--- config.mk ---
export PLATFORM = sky130hd
export DESIGN_NAME = ccm_ctr_gen
export DESIGN_NICKNAME = d
export VERILOG_FILES = /design/src/rtl/ccm_ctr_gen.sv
export SDC_FILE = /design/constraint.sdc
export NUM_CORES = 1
export LEC_CHECK = 0
export BUFFER_PORTS_ARGS = -buffer_cell sky130_fd_sc_hd__buf_2
export CORE_MARGIN = 1
export CORE_UTILIZATION = 31
export CTS_CLUSTER_SIZE = 14
export DETAILED_ROUTE_END_ITERATION = 7
export GPL_TIMING_DRIVEN = 0
export SLEW_MARGIN = 20
export SYNTH_ARGS = -nofsm -noshare
export SYNTH_HDL_FRONTEND = slang
export SYNTH_SLANG_ARGS = --single-unit
--- constraint.sdc ---
create_clock -name clk -period 3.45 [get_ports clk]
set_clock_uncertainty 0.15 [all_clocks]
set_input_delay 0.5175 -clock clk [delete_from_list [all_inputs] [get_ports clk]]
set_output_delay 0.5175 -clock clk [all_outputs]
set_load 0.005 [all_outputs]
--- src/rtl/ccm_ctr_gen.sv ---
// rtl/ccm_ctr_gen.sv - CCM counter-block generator feeding the AES core
// Issues A_1..A_n on data-buffer requests, then A_0 tagged for MAC encryption.
module ccm_ctr_gen #(
  parameter int WIDTH_NONCE = 100,
  parameter int WIDTH_FLAG  = 8,
  parameter int WIDTH_COUNT = 20,
  localparam int WIDTH_KEY  = WIDTH_NONCE + WIDTH_FLAG + WIDTH_COUNT
) (
  input  logic                   clk,
  input  logic                   kill_n,
  input  logic                   start,
  input  logic [WIDTH_NONCE-1:0] nonce,
  input  logic [WIDTH_FLAG-1:0]  flag,
  input  logic                   block_req,
  input  logic                   last_block,
  input  logic                   aes_ready,
  input  logic                   aes_done,
  output logic [WIDTH_KEY-1:0]   aes_data,
  output logic                   aes_en,
  output logic                   s0_sel,
  output logic                   busy,
  output logic                   ctr_done,
  output logic                   ctr_err
);

  typedef enum logic [2:0] {
    IDLE, WAIT_REQ, ISSUE, WAIT_AES, TAG_ISSUE, TAG_WAIT
  } state_t;

  state_t                 state;
  logic [WIDTH_NONCE-1:0] nonce_r;
  logic [WIDTH_FLAG-1:0]  flag_r;
  logic [WIDTH_COUNT-1:0] count_r;
  logic                   req_pend;
  logic                   req_last;
  logic                   last_pend;

  always_ff @(posedge clk) begin
    if (!kill_n) begin
      state     <= IDLE;
      nonce_r   <= '0;
      flag_r    <= '0;
      count_r   <= '0;
      req_pend  <= 1'b0;
      req_last  <= 1'b0;
      last_pend <= 1'b0;
      aes_data  <= '0;
      aes_en    <= 1'b0;
      s0_sel    <= 1'b0;
      busy      <= 1'b0;
      ctr_done  <= 1'b0;
      ctr_err   <= 1'b0;
    end else begin
      aes_en   <= 1'b0;
      ctr_done <= 1'b0;

      // A block in flight can hold one queued request; anything beyond that,
      // or any request once the final block is known, is an overrun.
      if ((state == ISSUE || state == WAIT_AES) && block_req) begin
        if (req_pend || last_pend) begin
          ctr_err <= 1'b1;
        end else begin
          req_pend <= 1'b1;
          req_last <= last_block;
        end
      end
      if ((state == TAG_ISSUE || state == TAG_WAIT) && block_req) begin
        ctr_err <= 1'b1;
      end

      case (state)
        IDLE: begin
          if (start) begin
            nonce_r   <= nonce;
            flag_r    <= flag;
            count_r   <= {{(WIDTH_COUNT-1){1'b0}}, 1'b1};
            busy      <= 1'b1;
            ctr_err   <= 1'b0;
            req_pend  <= 1'b0;
            last_pend <= 1'b0;
            state     <= WAIT_REQ;
          end
        end
        WAIT_REQ: begin
          if (block_req || req_pend) begin
            aes_data  <= {flag_r, nonce_r, count_r};
            last_pend <= req_pend ? req_last : last_block;
            req_pend  <= req_pend && block_req;
            req_last  <= last_block;
            state     <= ISSUE;
          end
        end
        ISSUE: begin
          if (aes_ready) begin
            aes_en <= 1'b1;
            state  <= WAIT_AES;
          end
        end
        WAIT_AES: begin
          if (aes_done) begin
            if (last_pend) begin
              aes_data <= {flag_r, nonce_r, {WIDTH_COUNT{1'b0}}};
              state    <= TAG_ISSUE;
            end else begin
              // Wrapping is reported but the message keeps running.
              if (&count_r) begin
                ctr_err <= 1'b1;
              end
              count_r <= count_r + 1'b1;
              state   <= WAIT_REQ;
            end
          end
        end
        TAG_ISSUE: begin
          if (aes_ready) begin
            aes_en <= 1'b1;
            s0_sel <= 1'b1;
            state  <= TAG_WAIT;
          end
        end
        TAG_WAIT: begin
          if (aes_done) begin
            ctr_done  <= 1'b1;
            busy      <= 1'b0;
            s0_sel    <= 1'b0;
            last_pend <= 1'b0;
            req_pend  <= 1'b0;
            state     <= IDLE;
          end
        end
        default: state <= IDLE;
      endcase
    end
  end

endmodule

; ---- After elaboration in Yosys (flattened, before gate mapping)
; Cells that the tools add are included.
[totals]
regBits = 267
input_bits = 115
output_inout_bits = 133
elab_cells = 96
[op_classes]
add_sub_neg = 1
n_eq_ne = 13
n_mux = 45
n_reduce_logical = 24
[ops]
columns = op, n
row1 = 2-to-1 mux 128 bit, 3
row2 = case mux 128 bit (2 select lines), 1
row3 = 2-to-1 mux 20 bit, 3
row4 = case mux 20 bit (2 select lines), 1
row5 = 2-to-1 mux 1 bit, 24
row6 = 2-to-1 mux 3 bit, 7
row7 = adder 20 x 1 -> 20 bit (second input constant), 1
row8 = AND reduction 20 bit, 1
row9 = case mux 3 bit (6 select lines), 1
row10 = != test 2 bit (second input constant), 8
row11 = AND reduction 4 bit, 3
row12 = nonzero test 2 bit, 4
row13 = == test 3 x 2 -> 1 bit (second input constant), 2
row14 = == test 3 bit (second input constant), 2
row15 = case mux 1 bit (2 select lines), 3
row16 = case mux 1 bit (3 select lines), 2
row17 = AND reduction 2 bit, 3
row18 = AND reduction 3 bit, 2
row19 = AND reduction 6 bit, 1
row20 = logical OR 1 bit, 4
row21 = == test 3 x 1 -> 1 bit (second input constant), 1
row22 = logical AND 1 bit, 3
row23 = zero test 3 bit, 1
row24 = nonzero test 3 bit, 1
row25 = OR reduction 2 bit, 1

; ---- Longest topological paths before layout
[logic_depth]
word_depth = 9
depth_mapped = 7
mapped_depth_nobuf = 5

; ---- Worst setup path before layout
; No wires, ideal clock.
[synth_path]
path_kind = input port to flip-flop
from = input port start
to = register count_r[12]
arrival_ns = 1.810
t_required_ns = 3.228
path_slack_ns = 1.417
stages = 5
path_buffers = 1
cell_sequence = or3b_1 buf_2 a2111oi_4 or3b_1 a21oi_1
[synth_via]
elab_chain_len = 2
[synth_lines]
columns = item, line_no
row1 = from (decl), 11  ; input logic start,
row2 = != test 2 bit (no line), n/a
row3 = AND reduction 4 bit (no line), n/a
row4 = to (signal assigned), 76  ; count_r <= {{(WIDTH_COUNT-1){1'b0}}, 1'b1};
row5 = to (signal assigned), 109  ; count_r <= count_r + 1'b1;
row6 = to (decl), 33  ; logic [WIDTH_COUNT-1:0] count_r;
; Every way passes these cells.
; A chain may end at the register's enable or synchronous reset.

; ---- Final worst setup path
[layout_path]
from = register state[2]
to = register count_r[3]
[layout_via]
elab_chain_len = 3
[layout_lines]
columns = item, line_no
row1 = from (decl), 30  ; state_t state;
row2 = from (signal assigned), 40  ; state <= IDLE;
row3 = from (signal assigned), 81  ; state <= WAIT_REQ;
row4 = from (signal assigned), 90  ; state <= ISSUE;
row5 = == test 3 x 2 -> 1 bit / zero test 3 bit (equally long branches), 71  ; case (state)
row6 = != test 2 bit (no line) / nonzero test 2 bit (equally long branches), n/a
row7 = AND reduction 4 bit (no line), n/a
; Parallel ways exist; a longest one is shown, timed or not.

==> summary.txt <==
Timing
  • Hold_ws: 0.07111 ns
  • Fin. Hold Viols: 0
  • Worst-margin pin slew: 0.9369 ns
  • Setup ws final: 0.6000 ns
  • Pins Over Slew Limit: 0
  • Final Critical Period: 2.850 ns
  • FMAX: 350.9 MHz
  • Final setup TNS: 0 ns
  • Setup violators final: 0
  • Final Cycle Share: 82.61%
  • RSZ-0062 raised after global routing: false
  • Slew HR: 37.54%

Place
  • Hpwl dp: 20960 um
  • Final GP Congestion: 0.8242
  • Area post-placement: 11990 um^2
  • Pre-CTS WS: 0.5820 ns
  • Placed cell count: 1898
  • Port bufs: 246

Routing
  • Via count: 9050
  • Total wire length: 29320 um
  • Initial DRC count: 349
  • Number of detailed-routing iterations run before antenna repair: 5
  • DRC violations left: 0
  • Via/cell ratio: 4.629
  • Post-route ant nets: 0
  • Wire per inst: 14.99 um

Worst setup path
  • Worst path cell trace: buf_2 -> inv_1 -> nand2_1 -> clkbuf_1 -> nand2_1 -> clkbuf_1 -> nor2_1
  • R2R Path Start: state[2]
  • WP buf/inv: 4
  • CP Max Fanout: 10
  • CP endpoint kind: flop
  • Critical Path AT: 3.17 ns
  • Worst path slowest cell: clkbuf_1
  • Setup crit start kind: flop
  • Critical Path Source: state[2]
  • Kind of critical path: flop to flop
  • Req. time, crit path: 3.77 ns
  • CP Depth: 7
  • R2R cell count: 7
  • Crit path largest cell delay: 0.70 ns
  • Delay-heaviest family, CP: buffers and inverters

Worst hold path
  • Hold path startpoint: nonce[88]
  • WHS Path Cells: 3
  • Worst Hold Class: primary input to flop

Global routing
  • Total GRT Usage: 17.05%
  • Pin count of the biggest net entering global routing: 15
  • Grt total ovfl: 0
  • First-pass GRT wire length: 45800 um
  • Vias in the first global route: 8610
  • Initial antenna violation count: 5

Finish
  • Final instance area: 12970 um^2
  • Layout cell share with drive strength beyond 1: 21.26%
  • Finished Core Util: 39.96%
  • Reg area: 5345 um^2
  • Layout Nets: 1604
  • Multi-input logic area: 4501 um^2
  • Non-Filler Instances: 1955
  • Area Overhead vs Synth: 27.05%
  • Fill cells: 3405

Synthesis
  • Mux contribution to synthesized area: 0.4045%
  • Unique masters post-synth: 54
  • Largest cells by area after synthesis: dfxtp_1 (52%), nand2_1 (17%), a21boi_0 (16%)
  • Synth Cell Area: 10210 um^2
  • Area share of the largest cell type after synthesis: 52.36%
  • Largest family of logic cells by synthesized area: simple AND/OR/NAND/NOR gates
  • Seq/Total Area, Yosys: 52.36%
  • Gate Count Post-Synth: 1210
  • Post-Synth Adder-Cell Area: 0.1226%
  • Synthesized Nets: 1326
  • Largest area contributor in the netlist: dfxtp_1
  • Ys flop type: dfxtp_1
  • Asr flop ratio synth: 0%
  • Syn_area_per_cell: 8.437 um^2
  • Post-synth EDFFs: 0
  • YS warnings: 0
  • Synth Area in Simple Gates: 22.98%
  • Compound-Gate Fraction of Synth Area: 19.89%
  • Synth Area in XOR/XNOR: 0.6864%
  • Register bit total from synthesis: 267

Floorplan
  • Die area: 33660 um^2
  • Chip height: 183.5 um
  • Io pins: 248
  • Core ar.: 32450 um^2
  • # rows: 66
  • Die Wd: 183.5 um
  • Starting Density: 31.46%

Pwr
  • Switch Pwr: 1.688 mW
  • Cell internal pwr: 5.266 mW
  • Switching share of power: 24.27%
  • Pwr Total: 6.954 mW
  • Peak VDD IR: 337.7 uV
  • Gate power share: 8.4%
  • Share of total power in sequential cells: 47.0%
  • Power share of the clock group: 44.6%
  • Leak: 5.171 nW
  • PD cells: 536.1 nW/um^2

CTS
  • Clock Sinks: 267
  • CTS tree: done
  • CTS Buf Count: 30
  • Hold_buf cts: 0
  • Skew-Pair Late Insertion Delay: 0.54 ns
  • Clk pin slew, worst setup/hold paths: 0.06 ns
  • Clock buffer depth: 3
  • Post-CTS sizing: 0
  • Max H-tree Level: 1
  • Post-CTS Setup Repair Bufs: 0
  • Clock root buffer master: clkbuf_16

Run
  • Total of max-cap violations: 0

Status
  • Status: finished clean
area by class of cell:
cell class              instances  area share [%]
clock inverters                 4          0.1736
diodes                          3         0.05788
plain buffers                  86           2.682
multi-input cells             853           34.70
flip-flops and latches        267           41.21
repair buffers                246           9.493
inverters                       4          0.1158
clock buffers                  50           7.303
well taps                     442           4.264
power groups by stage:
stage	sequential, mW	clock [mW]	combinational (mW)
2_1_floorplan	3.32	0	0.347
3_5_place_dp	3.33	0	0.598
4_1_cts	3.27	3.19	0.600
5_1_grt	3.28	3.32	0.667
6_report	3.27	3.10	0.587
3_3_place_gp	3.33	0	0.592
layer usage:
layer	vias up	routed length, um	track usage [%]
li1	4561	-	-
met1	4169	12780	21.04
met2	253	13310	27.73
met3	59	2358	5.784
met4	8	816	5.600
met5	-	55	0
worst paths after layout:
kind / endpoint / slack, ns
worst max-delay path: count_r[3] / 0.60
worst min-delay path: nonce_r[88] / 0.07
worst max register to register: count_r[3] / 0.60
worst min register to register: aes_data[11] / 0.30
tightest hold or removal path: cells and delay by family:
kind,cells,cell delay [ns]
simple gates,1,0.05
compound gates,1,0.05
buf+inv,1,0.10
registers in the layout (all words and copies together) (netlist names):
signal,flops
nonce_r,100
flag_r,8
ctr_done,1
busy,1
req_last,1
aes_en,1
state,3
req_pend,1
last_pend,1
aes_data,128
count_r,20
s0_sel,1
ctr_err,1
synth_stat cells (all sizes together), types with 2 or more instances:
master / n
nand2: 466
dfxtp: 267
a21boi: 218
clkbuf: 53
nand3: 46
buf: 33
a21oi: 15
nor2: 15
o21ai: 10
xnor2: 6
o31ai: 5
or4: 5
a211oi: 4
and3: 4
inv: 4
nand4: 4
nor2b: 4
or3: 4
and2: 3
mux2i: 3
nand2b: 3
o211ai: 3
a2111oi: 2
a21o: 2
a22oi: 2
a32oi: 2
and4b: 2
nand4b: 2
o2111ai: 2
o41ai: 2
or3b: 2
xor2: 2
cells in the final DEF, fill, tap and decap left out, types with 3 or more instances in the layout:
master | netlist | final
and3_1 | 4 | 4
mux2i_1 | 3 | 3
and2_1 | 3 | 3
o211ai_1 | 3 | 3
or3_1 | 4 | 4
nand2b_1 | 3 | 3
buf_1 | 13 | 13
nand2_1 | 466 | 466
clkbuf_16 | 0 | 31
dfxtp_1 | 267 | 267
diode_2 | 0 | 3
nand4_1 | 3 | 3
nand3_1 | 46 | 46
o31ai_1 | 5 | 5
xnor2_1 | 6 | 6
a211oi_1 | 4 | 4
a21boi_0 | 216 | 216
or4_1 | 3 | 3
clkinv_2 | 0 | 3
inv_1 | 4 | 4
buf_2 | 20 | 266
a21oi_1 | 15 | 15
clkbuf_1 | 53 | 62
o21ai_0 | 10 | 10
clkbuf_8 | 0 | 10
nor2b_1 | 4 | 4
nor2_1 | 14 | 14
cells by family (layout without fill, tap and decap cells):
family / Yosys count / count (layout)
compound gates: 274 / 274
xor+xnor: 8 / 8
fa+ha+maj: 1 / 1
buf+inv: 90 / 390
flops: 267 / 267
mux: 4 / 4
other cells: 0 / 3
simple gates: 566 / 566
Power figures use the tool's default switching activity.
